### src/rtl/seg7_scan_ctrl_pkg.sv
// Purpose: shared types, constants and helpers for the seven-segment scan controller.
// Latency: n/a (declarations and a pure function only).
// Backpressure: n/a.
package seg7_pkg;

  // Scan phases: all-off guard interval, then one digit lit.
  typedef enum logic [0:0] {
    BLANK = 1'b0,
    SHOW  = 1'b1
  } scan_state_t;

  // Active-low cathode pattern with every segment and the decimal point dark.
  localparam logic [7:0] SEG_OFF = 8'hFF;

  // Widest display supported; nibble images are carried at this width.
  localparam int MAX_DIGITS = 8;

  // Leading-zero candidates: bit i is set when nibbles i..n-1 are all zero.
  // Digit 0 is never flagged, so a zero value still shows a single "0".
  function automatic logic [MAX_DIGITS-1:0] lz_mask(input logic [4*MAX_DIGITS-1:0] value,
                                                    input int n);
    logic [MAX_DIGITS-1:0] m;
    logic                  zero_run;
    m        = '0;
    zero_run = 1'b1;
    for (int i = MAX_DIGITS - 1; i >= 0; i--) begin
      if (i < n) begin
        zero_run = zero_run & (value[i*4 +: 4] == 4'h0);
        m[i]     = zero_run & (i != 0);
      end
    end
    return m;
  endfunction

endpackage

### src/rtl/seg7_scan_ctrl_if.sv
// Purpose: SoC-side bundle for the scan controller (image load, options, display pins).
// Latency: n/a (wires only).
// Backpressure: none; load is a fire-and-forget strobe, updated reports the commit.
interface seg7_scan_ctrl_if #(
  parameter int NUM_DIGITS = 8
);
  logic                    load;
  logic [4*NUM_DIGITS-1:0] value;
  logic [NUM_DIGITS-1:0]   digit_en;
  logic [NUM_DIGITS-1:0]   dp;
  logic                    lz_suppress;
  logic [NUM_DIGITS-1:0]   anodes;
  logic [7:0]              cathodes;
  logic                    updated;

  // Register/status logic side.
  modport master (
    output load, value, digit_en, dp, lz_suppress,
    input  anodes, cathodes, updated
  );

  // Scan controller side.
  modport slave (
    input  load, value, digit_en, dp, lz_suppress,
    output anodes, cathodes, updated
  );
endinterface

### src/rtl/seg7_scan_ctrl_hex2physical.sv
// Purpose: hex nibble to active-low seven-segment pattern; hex[4] enables the digit.
// Latency: combinational.
// Backpressure: none.
module hex2physical (
  input  logic [4:0] hex,
  output logic [7:0] seg
);

  // Decode bit order {dp,g,f,e,d,c,b,a}, active low; dp always dark here.
  always_comb begin
    seg = 8'hFF;
    if (hex[4]) begin
      case (hex[3:0])
        4'h0:    seg = 8'hC0;
        4'h1:    seg = 8'hF9;
        4'h2:    seg = 8'hA4;
        4'h3:    seg = 8'hB0;
        4'h4:    seg = 8'h99;
        4'h5:    seg = 8'h92;
        4'h6:    seg = 8'h82;
        4'h7:    seg = 8'hF8;
        4'h8:    seg = 8'h80;
        4'h9:    seg = 8'h90;
        4'hA:    seg = 8'h88;
        4'hB:    seg = 8'h83;
        4'hC:    seg = 8'hC6;
        4'hD:    seg = 8'hA1;
        4'hE:    seg = 8'h86;
        default: seg = 8'h8E;
      endcase
    end
  end

endmodule

### src/rtl/seg7_scan_ctrl.sv
// Purpose: time-multiplexed N-digit common-anode scan with double-buffered image.
// Latency: outputs registered; a load is shown from the frame after the next frame end.
// Backpressure: none; loads before commit overwrite pending, updated pulses on commit.
module seg7_scan_ctrl
  import seg7_pkg::*;
#(
  parameter int NUM_DIGITS   = 8,
  parameter int ON_CYCLES    = 100000,
  parameter int BLANK_CYCLES = 1000
) (
  input  logic           clk,
  input  logic           rstN,
  seg7_scan_ctrl_if.slave bus
);

  localparam int CNT_MAX = (ON_CYCLES > BLANK_CYCLES) ? ON_CYCLES : BLANK_CYCLES;
  localparam int CW      = $clog2(CNT_MAX + 1);
  localparam int IW      = $clog2(NUM_DIGITS);

  localparam logic [CW-1:0] BLANK_LAST = CW'(BLANK_CYCLES - 1);
  localparam logic [CW-1:0] ON_LAST    = CW'(ON_CYCLES - 1);
  localparam logic [IW-1:0] IDX_LAST   = IW'(NUM_DIGITS - 1);

  localparam logic [0:0] ST_BLANK = 1'(BLANK);
  localparam logic [0:0] ST_SHOW  = 1'(SHOW);

  logic [0:0]              r_state;
  logic [CW-1:0]           r_cnt;
  logic [IW-1:0]           r_idx;

  logic [4*NUM_DIGITS-1:0] r_act_val;
  logic [NUM_DIGITS-1:0]   r_act_en;
  logic [NUM_DIGITS-1:0]   r_act_dp;
  logic [4*NUM_DIGITS-1:0] r_pend_val;
  logic [NUM_DIGITS-1:0]   r_pend_en;
  logic [NUM_DIGITS-1:0]   r_pend_dp;
  logic                    r_pend_vld;

  logic [NUM_DIGITS-1:0]   r_anodes;
  logic [7:0]              r_cathodes;
  logic                    r_updated;

  logic                    w_blank_done;
  logic                    w_show_done;
  logic                    w_frame_end;
  logic [MAX_DIGITS-1:0]   w_lz_all;
  logic                    w_lz_blank;
  logic [3:0]              w_nibble;
  logic                    w_visible;
  logic [7:0]              w_seg;

  assign w_blank_done = (r_state == ST_BLANK) && (r_cnt == BLANK_LAST);
  assign w_show_done  = (r_state == ST_SHOW) && (r_cnt == ON_LAST);
  assign w_frame_end  = w_show_done && (r_idx == IDX_LAST);

  // Visibility of the digit about to be shown; lz_suppress is taken live here,
  // so a change lands at the next slot start.
  assign w_lz_all   = lz_mask((4*MAX_DIGITS)'(r_act_val), NUM_DIGITS);
  assign w_lz_blank = bus.lz_suppress & w_lz_all[r_idx];
  assign w_nibble   = 4'(r_act_val >> {r_idx, 2'b00});
  assign w_visible  = r_act_en[r_idx] & ~w_lz_blank;

  // Single decoder shared by all digits; its enable blanks hidden digits.
  hex2physical u_hex2physical (
    .hex ({w_visible, w_nibble}),
    .seg (w_seg)
  );

  // Slot sequencer: BLANK guard, then SHOW for digit r_idx, advancing per slot.
  always_ff @(posedge clk or negedge rstN) begin
    if (!rstN) begin
      r_state <= ST_BLANK;
      r_cnt   <= '0;
      r_idx   <= '0;
    end else if (w_blank_done) begin
      r_state <= ST_SHOW;
      r_cnt   <= '0;
    end else if (w_show_done) begin
      r_state <= ST_BLANK;
      r_cnt   <= '0;
      r_idx   <= w_frame_end ? '0 : r_idx + 1'b1;
    end else begin
      r_cnt   <= r_cnt + 1'b1;
    end
  end

  // Image buffers: loads park in pending, which is promoted only at frame end
  // so a frame is never drawn from two different images.
  always_ff @(posedge clk or negedge rstN) begin
    if (!rstN) begin
      r_act_val  <= '0;
      r_act_en   <= '0;
      r_act_dp   <= '0;
      r_pend_val <= '0;
      r_pend_en  <= '0;
      r_pend_dp  <= '0;
      r_pend_vld <= 1'b0;
      r_updated  <= 1'b0;
    end else begin
      r_updated <= 1'b0;
      if (bus.load && w_frame_end) begin
        // Load on the commit edge bypasses pending: newest data wins.
        r_act_val  <= bus.value;
        r_act_en   <= bus.digit_en;
        r_act_dp   <= bus.dp;
        r_pend_vld <= 1'b0;
        r_updated  <= 1'b1;
      end else begin
        if (bus.load) begin
          r_pend_val <= bus.value;
          r_pend_en  <= bus.digit_en;
          r_pend_dp  <= bus.dp;
          r_pend_vld <= 1'b1;
        end
        if (w_frame_end && r_pend_vld) begin
          r_act_val  <= r_pend_val;
          r_act_en   <= r_pend_en;
          r_act_dp   <= r_pend_dp;
          r_pend_vld <= 1'b0;
          r_updated  <= 1'b1;
        end
      end
    end
  end

  // Pin drivers: loaded at SHOW entry, cleared at SHOW exit; dark otherwise.
  // The decoder leaves bit 7 high, so the AND simply places our dp there.
  always_ff @(posedge clk or negedge rstN) begin
    if (!rstN) begin
      r_anodes   <= '1;
      r_cathodes <= SEG_OFF;
    end else if (w_blank_done) begin
      r_anodes   <= w_visible ? ~(NUM_DIGITS'(1) << r_idx) : '1;
      r_cathodes <= {w_seg[7] & ~(w_visible & r_act_dp[r_idx]), w_seg[6:0]};
    end else if (w_show_done) begin
      r_anodes   <= '1;
      r_cathodes <= SEG_OFF;
    end
  end

  assign bus.anodes   = r_anodes;
  assign bus.cathodes = r_cathodes;
  assign bus.updated  = r_updated;

endmodule

### src/flat_wrapper.sv
// flat-port wrapper written by rule: the top's interface ports become plain ports
module seg7_scan_ctrl_flat import seg7_pkg::*;
#(
  parameter int NUM_DIGITS   = 8,
  parameter int ON_CYCLES    = 100000,
  parameter int BLANK_CYCLES = 1000
)
  (clk, rstN, bus_load, bus_value, bus_digit_en, bus_dp, bus_lz_suppress, bus_anodes, bus_cathodes, bus_updated);
  seg7_scan_ctrl_if #(.NUM_DIGITS(NUM_DIGITS)) bus_i ();
  input  logic clk;
  input  logic rstN;
  input wire logic [$bits(bus_i.load)-1:0] bus_load;
  input wire logic [$bits(bus_i.value)-1:0] bus_value;
  input wire logic [$bits(bus_i.digit_en)-1:0] bus_digit_en;
  input wire logic [$bits(bus_i.dp)-1:0] bus_dp;
  input wire logic [$bits(bus_i.lz_suppress)-1:0] bus_lz_suppress;
  output wire logic [$bits(bus_i.anodes)-1:0] bus_anodes;
  output wire logic [$bits(bus_i.cathodes)-1:0] bus_cathodes;
  output wire logic [$bits(bus_i.updated)-1:0] bus_updated;
  assign bus_i.load = bus_load;
  assign bus_i.value = bus_value;
  assign bus_i.digit_en = bus_digit_en;
  assign bus_i.dp = bus_dp;
  assign bus_i.lz_suppress = bus_lz_suppress;
  assign bus_anodes = bus_i.anodes;
  assign bus_cathodes = bus_i.cathodes;
  assign bus_updated = bus_i.updated;
  seg7_scan_ctrl #(.NUM_DIGITS(NUM_DIGITS), .ON_CYCLES(ON_CYCLES), .BLANK_CYCLES(BLANK_CYCLES)) u_core (.clk(clk), .rstN(rstN), .bus(bus_i));
endmodule
### config.mk
export PLATFORM = sky130hd
export DESIGN_NAME = seg7_scan_ctrl_flat
export DESIGN_NICKNAME = d
export VERILOG_FILES = /design/src/rtl/seg7_scan_ctrl_pkg.sv /design/src/rtl/seg7_scan_ctrl_if.sv /design/src/rtl/seg7_scan_ctrl_hex2physical.sv /design/src/rtl/seg7_scan_ctrl.sv /design/src/flat_wrapper.sv
export SDC_FILE = /design/constraint.sdc
export NUM_CORES = 1
export LEC_CHECK = 0
export BUFFER_PORTS_ARGS = -buffer_cell sky130_fd_sc_hd__buf_2
export CORE_UTILIZATION = 30
export DETAILED_ROUTE_END_ITERATION = 12
export PLACE_DENSITY = 0.53
export SLEW_MARGIN = 20
export SYNTH_ARGS = -nofsm -noshare
export SYNTH_HDL_FRONTEND = slang
export SYNTH_SLANG_ARGS = --single-unit
### constraint.sdc
create_clock -name clk -period 2.7 [get_ports clk]
set_clock_uncertainty 0.15 [all_clocks]
set_input_delay 0.54 -clock clk [delete_from_list [all_inputs] [get_ports clk]]
set_output_delay 0.54 -clock clk [all_outputs]
set_load 0.05 [all_outputs]
==> results.py <==
metrics = {
    "logic_synthesis": {
        "synth_area_leaders": "dfrtp_1, dfstp_2, mux2_2",
        "seq_area_frac_synth": 0.530,
        "synth_area_per_cell_sq_um": 11.4,
        "synth_cells": 562,
        "synth.cell_area_sq_um": 6420,
        "synthesis.nets": 627,
        "synth_area_leader_cell": "dfrtp_1",
        "ys_ff_latch": 135,
        "synth_warnings": 0,
        "synth_cell_types": 42,
        "synth_top_area_frac": 0.464,
    },
    "sta": {
        "slew_headroom": 0.556,
        "grt_setup_unrepaired": "true",
        "tightestPinTransition_ns": 0.666,
        "holdWs_ns": 0.00515,
        "finalSetupViolations": 0,
        "period_share": 0.992,
        "setup_tns_ns": 0,
        "min_period_ns": 2.68,
        "slew_viol_final": 0,
        "fmax_ghz": 0.373,
        "hold_viol": 0,
    },
    "global_routing": {
        "grt_pass1_wl_um": 25200,
        "grt_usage": 0.146,
        "grt_max_degree": 49,
        "antenna_found_initial": 0,
        "overflow": 0,
        "grt_pass1_vias": 4784,
    },
    "power": {
        "power_density_nw_per_um2": 652,
        "power_leakage_nw": 3.55,
        "ir_worst_vdd_mv": 0.397,
    },
    "layout": {
        "syn2layout_area_growth_pct": 25.7,
        "fin_util": 0.384,
        "diodes": 0,
        "fin_cells": 946,
        "layout_common_cells": "dfrtp_1, nand2_1, buf_2",
        "layout_commonest_cell": "dfrtp_1",
        "final_area_sq_um": 8070,
        "final_layout_size_suffix_gt1_frac": 0.346,
        "layout.nets": 723,
    },
    "critical_path": {
        "crit_slowest_cell": "or4_4",
        "endpoint_kind": "flop",
        "cpPeakStageDelay_ns": 0.53,
        "cp-start-kind": "flop",
        "critPathTopFamily": "simple AND/OR/NAND/NOR gates",
        "path_depth": 7,
        "path_class": "reg2reg",
        "worstPathArrival_ns": 2.83,
        "worstRegToRegCells": 7,
        "r2r-start": "u_core.r_cnt[14]",
        "worst-path-max-fanout": 9,
        "path_cells": "or4_4 -> or3_4 -> or2_4 -> o21ai_4 -> buf_6 -> clkbuf_16 -> mux2_2",
        "cp-startpoint": "u_core.r_cnt[14]",
        "required_ns": 2.85,
        "path_buf_inv": 2,
    },
    "placed_design": {
        "dpl.cell_count": 901,
        "place_congestion": 0.794,
        "dp_hpwl_um": 10500,
        "place_area_sq_um": 7170,
        "io_buffers": 68,
    },
    "detailed_routing": {
        "drc": 0,
        "dr.pass1.iters": 5,
        "antenna_left": 0,
        "drtIter0Drc": 216,
        "viasPerCell": 4.95,
        "wl_per_cell_um": 16.8,
        "wirelength_um": 15900,
        "via_count": 4678,
    },
    "clock_tree": {
        "cts_hold_buf": 0,
        "clock_path_buffers": 2,
        "worst_skew_pair.late_latency_ns": 0.42,
        "clockRootBuffer": "clkbuf_16",
        "numClockSinks": 135,
        "numCtsBuffers": 17,
        "cts_tree": "built",
        "htree_levels": 4,
        "clk_pin_slew_ns": 0.06,
    },
    "run": {
        "cap_violations": 0,
    },
    "floorplanning": {
        "die_x_um": 148,
        "ios": 69,
        "initial_core_util": 0.305,
        "die-area_sq_um": 22000,
        "fp.dieH_um": 148,
        "core_sq_um": 21000,
        "fp-row-count": 53,
    },
    "outcome": {
        "outcome": "finished clean",
    },
    "worst_hold_path": {
        "hp-class": "in2async",
    },
}
==> metal layers <==
layer | share of wire | vias up | global-route usage | wire length, um
li1 | - | 2229 | - | -
met1 | 0.47 | 2315 | 0.199 | 7490
met2 | 0.47 | 109 | 0.229 | 7460
met3 | 0.044 | 25 | 0.0325 | 694
met4 | 0.016 | 0 | 0.0500 | 260
met5 | 0 | - | 0 | 0
==> cell usage after synthesis (all sizes together) <==
cell    instances
dfstp          16
inv            11
a22oi           1
xor2            6
or4             2
dfrtp         119
nor2           36
nand3           7
a21oi          22
nor2b           1
o21ai          53
nor4bb          1
a32oi           1
nand4           4
nor3            2
nor4           13
o22ai          49
and3            4
a311oi          3
mux2i           7
and2            3
mux4           12
o31ai           2
nand2          70
clkbuf         17
xnor2          10
buf            18
or2             1
or3             2
a211o           1
nor3b           2
ha             13
mux2           53
==> what timing repair did <==
action                                 in CTS  in global routing
endpoints found under the hold margin       0                  0
pin swaps                                   0                  2
buffers inserted                            0                  8
gates cloned                                1                  4
setup endpoints to repair                  51                 59
gates resized for setup                     3                 10
==> cells by family after synthesis <==
kind of cell             Yosys count  synth area share
flip-flops                       135             0.530
XOR/XNOR                          16            0.0218
AND/OR/NAND/NOR                  148             0.103
buffers and inverters             46            0.0427
AO/OA/AOI/OAI                    132             0.119
adder cells (fa/ha/maj)           13            0.0254
multiplexers                      72             0.158
==> per-stage QoR <==
stage | total power [mW] | worst slack, ns
after floorplan | 2.47 | 0.00470
after global placement | 2.62 | 0.00188
after detailed placement | 2.64 | -0.0368
after CTS | 5.29 | 0.00334
after global routing | 5.45 | -0.0348
final | 5.26 | 0.0211
==> power by group <==
group,switching (mW),total [mW],internal (mW)
logic,0.204,0.426,0.222
clock network,0.875,2.64,1.76
registers,0.0655,2.20,2.13
total,1.14,5.26,4.12
==> worst register-to-register path, stage by stage (launching register included) <==
cell       delay (ns)
dfrtp_1          0.38
or4_4            0.53
or3_4            0.40
or2_4            0.26
o21ai_4          0.20
buf_6            0.16
clkbuf_16        0.16
mux2_2           0.33
==> state kept, by name (all words and copies together) (netlist names), 8 cells and up <==
name / flops
u_core.r_cnt: 17
u_core.r_act_val: 32
u_core.bus.anodes: 8
u_core.r_pend_en: 8
u_core.r_act_dp: 8
u_core.r_act_en: 8
u_core.bus.cathodes: 8
u_core.r_pend_val: 32
u_core.r_pend_dp: 8
==> area by class of cell <==
class                   count  area (sq um)
fillers                  2024         13000
flip-flops and latches    135          3400
multi-input cells         381          2770
repair buffers            112           845
clock buffers              21           450
well taps                 275           344
clock inverters            11           219
inverters                  11          41.3
==> worst paths after layout <==
check	endpoint	slack (ns)
worst max-delay path	u_core.r_pend_val[5]	0.02
min in group clk	u_core.r_pend_dp[1]	0.22
max in group asynchronous	u_core.bus.cathodes[7]	1.66
worst min register to register	u_core.r_act_dp[6]	0.33
worst max register to register	u_core.r_pend_val[5]	0.02
worst min-delay path	u_core.r_cnt[6]	0.005
Note: power is estimated with default switching activity, not from simulation.
